## config.mk

```make
export PLATFORM = sky130hd
export DESIGN_NAME = output_display_driver
export DESIGN_NICKNAME = d
export VERILOG_FILES = /design/src/rtl/output_display_driver.sv
export SDC_FILE = /design/constraint.sdc
export NUM_CORES = 1
export LEC_CHECK = 0
export CAP_MARGIN = 20
export CORE_AREA = 4 4 120 122
export DETAILED_ROUTE_END_ITERATION = 8
export DIE_AREA = 0 0 124 126
export GPL_ROUTABILITY_DRIVEN = 0
export PLACE_DENSITY = 0.44
export RECOVER_POWER = 100
export SLEW_MARGIN = 0
export SYNTH_ARGS = -nofsm -noshare
export SYNTH_HDL_FRONTEND = slang
export SYNTH_SLANG_ARGS = --single-unit
```

## constraint.sdc

```tcl
create_clock -name clk -period 5.6 [get_ports clk]
set_clock_uncertainty 0.15 [all_clocks]
set_input_delay 1.4 -clock clk [delete_from_list [all_inputs] [get_ports clk]]
set_output_delay 1.4 -clock clk [all_outputs]
set_load 0.005 [all_outputs]
```

## src/rtl/output_display_driver.sv

```systemverilog
// 8-bit value -> 4-digit multiplexed 7-seg decimal display (sequential double-dabble + scanner).
// Optional two's-complement display with minus sign: define SIGNED_DISPLAY_EN.
module output_display_driver #(
  parameter logic [15:0] REFRESH_DIV    = 16'd50000,
  parameter bit          SEG_ACTIVE_LOW = 1'b1
) (
  input  logic       clk,
  input  logic       reset,
  input  logic [7:0] out_val,
  input  logic       load,
  output logic [6:0] seg,
  output logic [3:0] anode,
  output logic       busy
);

  typedef enum logic [1:0] {IDLE, CONVERT, COMMIT} state_t;

  localparam logic [3:0] D_BLANK = 4'd10;
  localparam logic [3:0] D_MINUS = 4'd11;

  state_t      state_q, state_d;
  logic [2:0]  iter_q, iter_d;
  logic [7:0]  bin_q, bin_d;
  logic [11:0] bcd_q, bcd_d;
  logic        sign_q, sign_d;
  logic [7:0]  pend_val_q, pend_val_d;
  logic        pend_vld_q, pend_vld_d;
  logic [11:0] disp_bcd_q, disp_bcd_d;
  logic        disp_sign_q, disp_sign_d;
  logic [15:0] cnt_q, cnt_d;
  logic [1:0]  dig_q, dig_d;
  logic        busy_q, busy_d;

  logic [7:0]  start_raw, start_mag;
  logic        start_neg;
  logic [11:0] adj;
  logic [3:0]  dcode;
  logic [6:0]  seg_hi;
  logic [3:0]  an_hi;

  // A fresh load always beats an older pending value.
  always_comb begin
    start_raw = load ? out_val : pend_val_q;
`ifdef SIGNED_DISPLAY_EN
    start_mag = start_raw[7] ? (~start_raw + 8'd1) : start_raw;
    start_neg = start_raw[7];
`else
    start_mag = start_raw;
    start_neg = 1'b0;
`endif
  end

  always_comb begin
    for (int i = 0; i < 3; i++)
      adj[i*4 +: 4] = (bcd_q[i*4 +: 4] >= 4'd5) ? bcd_q[i*4 +: 4] + 4'd3 : bcd_q[i*4 +: 4];
  end

  always_comb begin
    state_d     = state_q;
    iter_d      = iter_q;
    bin_d       = bin_q;
    bcd_d       = bcd_q;
    sign_d      = sign_q;
    pend_val_d  = pend_val_q;
    pend_vld_d  = pend_vld_q;
    disp_bcd_d  = disp_bcd_q;
    disp_sign_d = disp_sign_q;
    case (state_q)
      IDLE: if (load) begin
        state_d = CONVERT;
        iter_d  = 3'd0;
        bin_d   = start_mag;
        bcd_d   = 12'd0;
        sign_d  = start_neg;
      end
      CONVERT: begin
        {bcd_d, bin_d} = {adj, bin_q} << 1;
        iter_d = iter_q + 3'd1;
        if (iter_q == 3'd7) state_d = COMMIT;
        if (load) begin
          pend_val_d = out_val;
          pend_vld_d = 1'b1;
        end
      end
      COMMIT: begin
        disp_bcd_d  = bcd_q;
        disp_sign_d = sign_q;
        pend_vld_d  = 1'b0;
        if (load || pend_vld_q) begin
          state_d = CONVERT;
          iter_d  = 3'd0;
          bin_d   = start_mag;
          bcd_d   = 12'd0;
          sign_d  = start_neg;
        end else begin
          state_d = IDLE;
        end
      end
      default: state_d = IDLE;
    endcase
    busy_d = (state_d != IDLE);
  end

  always_comb begin
    if (cnt_q == REFRESH_DIV - 16'd1) begin
      cnt_d = 16'd0;
      dig_d = dig_q + 2'd1;
    end else begin
      cnt_d = cnt_q + 16'd1;
      dig_d = dig_q;
    end
  end

  // Leading-zero blanking; ones digit is always lit.
  always_comb begin
    case (dig_q)
      2'd0:    dcode = disp_bcd_q[3:0];
      2'd1:    dcode = (disp_bcd_q[11:4] == 8'd0) ? D_BLANK : disp_bcd_q[7:4];
      2'd2:    dcode = (disp_bcd_q[11:8] == 4'd0) ? D_BLANK : disp_bcd_q[11:8];
      default: dcode = disp_sign_q ? D_MINUS : D_BLANK;
    endcase
    case (dcode)
      4'd0:    seg_hi = 7'h3F;
      4'd1:    seg_hi = 7'h06;
      4'd2:    seg_hi = 7'h5B;
      4'd3:    seg_hi = 7'h4F;
      4'd4:    seg_hi = 7'h66;
      4'd5:    seg_hi = 7'h6D;
      4'd6:    seg_hi = 7'h7D;
      4'd7:    seg_hi = 7'h07;
      4'd8:    seg_hi = 7'h7F;
      4'd9:    seg_hi = 7'h6F;
      D_MINUS: seg_hi = 7'h40;
      default: seg_hi = 7'h00;
    endcase
    an_hi = 4'b0001 << dig_q;
    seg   = SEG_ACTIVE_LOW ? ~seg_hi : seg_hi;
    anode = SEG_ACTIVE_LOW ? ~an_hi : an_hi;
    busy  = busy_q;
  end

  always_ff @(posedge clk) begin
    if (!reset) begin
      state_q     <= IDLE;
      iter_q      <= 3'd0;
      bin_q       <= 8'd0;
      bcd_q       <= 12'd0;
      sign_q      <= 1'b0;
      pend_val_q  <= 8'd0;
      pend_vld_q  <= 1'b0;
      disp_bcd_q  <= 12'd0;
      disp_sign_q <= 1'b0;
      cnt_q       <= 16'd0;
      dig_q       <= 2'd0;
      busy_q      <= 1'b0;
    end else begin
      state_q     <= state_d;
      iter_q      <= iter_d;
      bin_q       <= bin_d;
      bcd_q       <= bcd_d;
      sign_q      <= sign_d;
      pend_val_q  <= pend_val_d;
      pend_vld_q  <= pend_vld_d;
      disp_bcd_q  <= disp_bcd_d;
      disp_sign_q <= disp_sign_d;
      cnt_q       <= cnt_d;
      dig_q       <= dig_d;
      busy_q      <= busy_d;
    end
  end

endmodule

```

; Word-level counts from Yosys, hierarchy flattened
; Memory sizes are Yosys's and may differ from the RTL's.
; Index checks and enable logic that the tools add are counted.
[classes]
addsub = 6
bitwise = 3
eq_ne = 9
order_cmp = 3
n_reduce_logical = 13
shift = 1
div = 0
n_mux = 26
mul = 0
[ops]
columns = op, count
row1 = $pmux 12 s3, 1
row2 = $mux 12, 2
row3 = $mux 8, 3
row4 = $pmux 8 s3, 1
row5 = $add 16x1->16 const B, 1
row6 = $eq 16x16->1 const B, 1
row7 = $mux 4, 4
row8 = $ge 4x3->1 const B, 3
row9 = $pmux 4 s3, 1
row10 = $mux 3, 3
row11 = $pmux 3 s3, 1
row12 = $add 4x2->4 const B, 2
row13 = $logic_not 8->1, 1
row14 = $not 7->7, 1
row15 = $ne 2x2->1 const B, 3
row16 = $pmux 2 s3, 1
row17 = $reduce_and 3->1, 2
row18 = $reduce_bool 2->1, 3
row19 = $mux 1, 5
row20 = $eq 2x1->1 const B, 2
row21 = $eq 2x2->1 const B, 2
row22 = $logic_not 2->1, 2
row23 = $logic_not 4->1, 1
row24 = $mux 2, 2
row25 = 12 further kinds, 13
[word_totals]
n_memories = 1
out_inout_bits = 12
wordCells = 74
romBits = 112
inputBits = 11
ff_bits = 67
latch_bits = 0
ramBits = 0
[memory_table]
columns = memory, words, width, read_ports, rd_clocked_by_memory_dff, wr, line
row1 = (no name shown), 16, 7, 1, 0, 0, 122  ; case (dcode)

; Depth between registers and ports, before layout
; An unclocked memory read counts as a cell.
[depth]
word_depth = 5
depth_mapped = 9

; Worst setup path after synthesis
; No wires, ideal clock.
[synth_path]
path_kind = register to output
start = register dig_q[0]
end = output port seg[5]
slack_ps = 2163
arrival_time_ps = 1887
path_stages_with_launch = 9
cell_sequence = dfxtp_1 > ha_1 > nor4b_4 > a21oi_1 > o21ai_1 > inv_1 > ha_1 > a21o_1 > a21oi_1
[synth_via]
elab_chain_len = 4
[synth_rtl]
columns = element, line
row1 = from (decl), 31  ; logic [1:0] dig_q, dig_d;
row2 = from (signal assigned), 167  ; dig_q <= dig_d;
row3 = $eq 2x2->1 (tied with other cells), 116  ; case (dig_q)
row4 = $pmux 4 s3 *, 116
row5 = $mem_v2 16x7 *, n/a
row6 = $not 7->7 *, 137  ; seg = SEG_ACTIVE_LOW ? ~seg_hi : seg_hi;
row7 = to (decl), 11  ; output logic [6:0] seg,
; Every way passes the cells marked *; elsewhere a longest branch is shown, timed or not.

; Worst setup path after layout
; Ends and elaborated chain as after synthesis.

==> impl_metrics.csv <==
group,metric,value,unit
power_and_ir_drop,p_per_area,280.5,nW/um^2
logic_synthesis,yosysUniqueCellTypes,41,
global_routing,grt_pass1_wl,11740,um
timing,setup_viol,0,
clocking,tritoncts,"built",
worst_setup_path,slowest_stage,"dlygate4sd3_1",
logic_synthesis,syn_inst,376,
routing,top_layer_used,"met4",
place,placed_area,3632,um^2
timing,slew_violations,52,
worst_setup_path,rrSetupSlack,2.97,ns
global_routing,grt_pass1_vias,2503,
clocking,holdBufCountCts,0,
worst_setup_path,cp.required,4.05,ns
worst_setup_path,worstPathMaxFanout,6,
logic_synthesis,ys_async_sr_fraction,0,
logic_synthesis,synth.avg_cell_area,8.685,um^2
timing,rsz0062_at_grt,"false",
power_and_ir_drop,peakVddDrop,0.0001232,V
finish,multi_input_area,1805,um^2
worst_setup_path,ff2ff_path_depth,4,
global_routing,grt_max_degree,52,
finish,nets,422,
logic_synthesis,synthMuxAreaShare,0.04368,
place,hpwl,4456,um
clocking,cts_max_level,3,
worst_setup_path,cp-end-kind,"output port",
routing,wl_met1,3455,um
worst_setup_path,max_stage_delay,0.58,ns
logic_synthesis,synthAdderAreaFrac,0.07280,
finish,layout_common_cells,"dfxtp_1, nand2_1, nor2_1",
clocking,clk_pin_slew,0.05,ns
clocking,numCtsBuffers,9,
worst_setup_path,timing.rr.start,"state_q[1]",
global_routing,gr-total-overflow,0,
worst_setup_path,r2r-end,"bcd_q[3]",
status,run_status,"finished, violations left",
power_and_ir_drop,power.leakage,1.498,nW
place,place_ws,1.428,ns
finish,drive_above_1_share,0.05290,
timing,period_needed,4.788,ns
floorplanning,num_rows,42,
finish,antenna_cells,0,
routing,wl_per_cell,11.55,um
floorplanning,dieArea,15620,um^2
logic_synthesis,synth_edf_count,0,
logic_synthesis,yosys.area_share.xor_xnor,0.05364,
logic_synthesis,synthSimpleGateAreaFrac,0.2115,
logic_synthesis,synth_compound_area_frac,0.1720,
finish,area.growth.synth_to_final,19.88,%
worst_setup_path,worstSetupPathType,"flip-flop to output port",
timing,hold_viol,0,
hold_path,min_from,"cnt_q[0]",
clocking,post_cts_resized,0,
routing,drtAntennaViolNets,0,
finish,instances_no_fill,573,
floorplanning,core-area,13190,um^2
routing,viasPerCell,4.398,
routing,route.met3.wl,305,um
worst_setup_path,cp_data_arrival_time,3.24,ns
global_routing,grt_use_total,0.09113,
timing,period_share,0.8551,
hold_path,min_to,"cnt_q[0]",
clocking,cts-root-buf,"clkbuf_16",
logic_synthesis,synthFlopType,"dfxtp_1",
floorplanning,die_w,124,um
floorplanning,ioPinCount,23,
floorplanning,initial_core_util,0.2476,
logic_synthesis,synth_top_family_by_area,"simple AND/OR/NAND/NOR gates",
worst_setup_path,worst_setup_path_start_kind,"flip-flop",
floorplanning,chipHeight,126,um
place,place_inst,557,
finish,fillers,1408,
timing,worst_slew_pin_slew,1.854,ns
logic_synthesis,synth_fp_nets,406,
clocking,clk-insertion-delay-late,0.32,ns
clocking,cts.sinks,65,
finish,fin_util,0.2968,
routing,dr.pass1.iters,4,
routing,wl_met2,2786,um
timing,worst_slack,0.8115,ns
clocking,clockBufferDepth,2,
logic_synthesis,yosysWarnings,0,
clocking,cts_setup_buffers,0,
logic_synthesis,ys_seq_area_frac,0.3985,
routing,drt_iter0_drc,79,
logic_synthesis,syn_area,3266,um^2
routing,num_vias,2520,
timing,fmax,0.2088,GHz
power_and_ir_drop,p_total,1.098,mW
global_routing,antenna_found_initial,0,
flow_run,maxCapViolCount,1,
finish,final_area,3915,um^2
hold_path,hold_path_class,"flip-flop to flip-flop",
hold_path,min_path_cells,1,
routing,finalWirelength,6620,um
timing,relSlewSlack,-0.2361,
worst_setup_path,worstPathCellList,"ha_1 > nor4b_4 > a21oi_1 > o21ai_0 > inv_1 > ha_1 > a21o_1 > a21oi_1 > dlygate4sd3_1",
routing,drcViolationCount,0,
finish,layout_commonest_cell,"dfxtp_1",
place,port_buffers,22,
timing,holdWs,0.3026,ns
timing,tns,0,ns
status,violations,"capacitance limit, slew limit",
logic_synthesis,ys_ff_latch,65,
finish,regArea,1301,um^2
## flip-flops by register name, summed over array words and instances (netlist names)
register,count
bcd_q,12
bin_q,8
busy,1
cnt_q,16
dig_q,2
disp_bcd_q,12
iter_q,3
pend_val_q,8
pend_vld_q,1
state_q,2
## cells by family after synthesis
kind of cell             count (synthesis)
AO/OA/AOI/OAI                           81
buffers and inverters                   37
adder cells (fa/ha/maj)                 19
flip-flops                              65
AND/OR/NAND/NOR                        140
multiplexers                            14
XOR/XNOR                                20
## worst max-delay path: cells and delay by family (launching register included)
family	cells	cell delay, ns
and+or+nand+nor	1	0.25
adders and majority gates	2	0.55
DFF	1	0.41
buffers and inverters	2	0.77
AOI/OAI and AO/OA	4	0.94
## area by class of cell
class / count / share of cell area
clock buffers: 11 / 0.05944
clock inverters: 5 / 0.01438
well taps: 176 / 0.05625
multi-input cells: 274 / 0.4612
flip-flops and latches: 65 / 0.3324
repair buffers: 24 / 0.05912
inverters: 18 / 0.01726
## synthesized netlist by cell type, types with 4 or more instances
library cell,count,area share
and3_1,4,0.0077
nand2_1,41,0.047
xnor2_1,13,0.035
a22oi_1,8,0.018
a21oi_1,23,0.035
clkbuf_1,15,0.017
nor2_1,34,0.039
nand3_1,9,0.014
inv_1,18,0.021
xor2_1,7,0.019
nand2b_1,4,0.0077
a211oi_1,8,0.018
dfxtp_1,65,0.40
ha_1,19,0.073
o21ai_0,7,0.011
nor3_1,11,0.017
mux2i_1,12,0.037
a21boi_0,15,0.034
nor2b_1,21,0.040
and2_1,5,0.0096
o211a_1,8,0.025
## worst max-delay path by stage
| stage | start | endpoint | slack, ns | cells past startpoint |
|---|---|---|---|---|
| CTS | dig_q[0] | seg[5] | 1.07 | 9 |
| finish | dig_q[0] | seg[5] | 0.81 | 9 |
| global placement | dig_q[0] | seg[5] | 1.51 | 9 |
| floorplan | dig_q[0] | seg[5] | 2.16 | 8 |
| detailed placement | dig_q[0] | seg[5] | 1.43 | 9 |
| global route | dig_q[0] | seg[5] | 0.50 | 9 |
## layer usage
layer / GRT usage / up-vias
met2: 0.1327 / 39
met4: 0.03093 / 0
met1: 0.1291 / 1150
li1: - / 1323
met3: 0.02511 / 8
met5: 0 / -
## report_power, final
| group | internal, mW | switching, mW | leakage (nW) |
|---|---|---|---|
| Sequential | 0.478 | 0.00861 | 0.528 |
| Clock | 0.344 | 0.197 | 0.139 |
| Combinational | 0.0313 | 0.0401 | 0.831 |
| Total | 0.853 | 0.246 | 1.50 |
No activity file was read; power rests on OpenSTA's default activity.
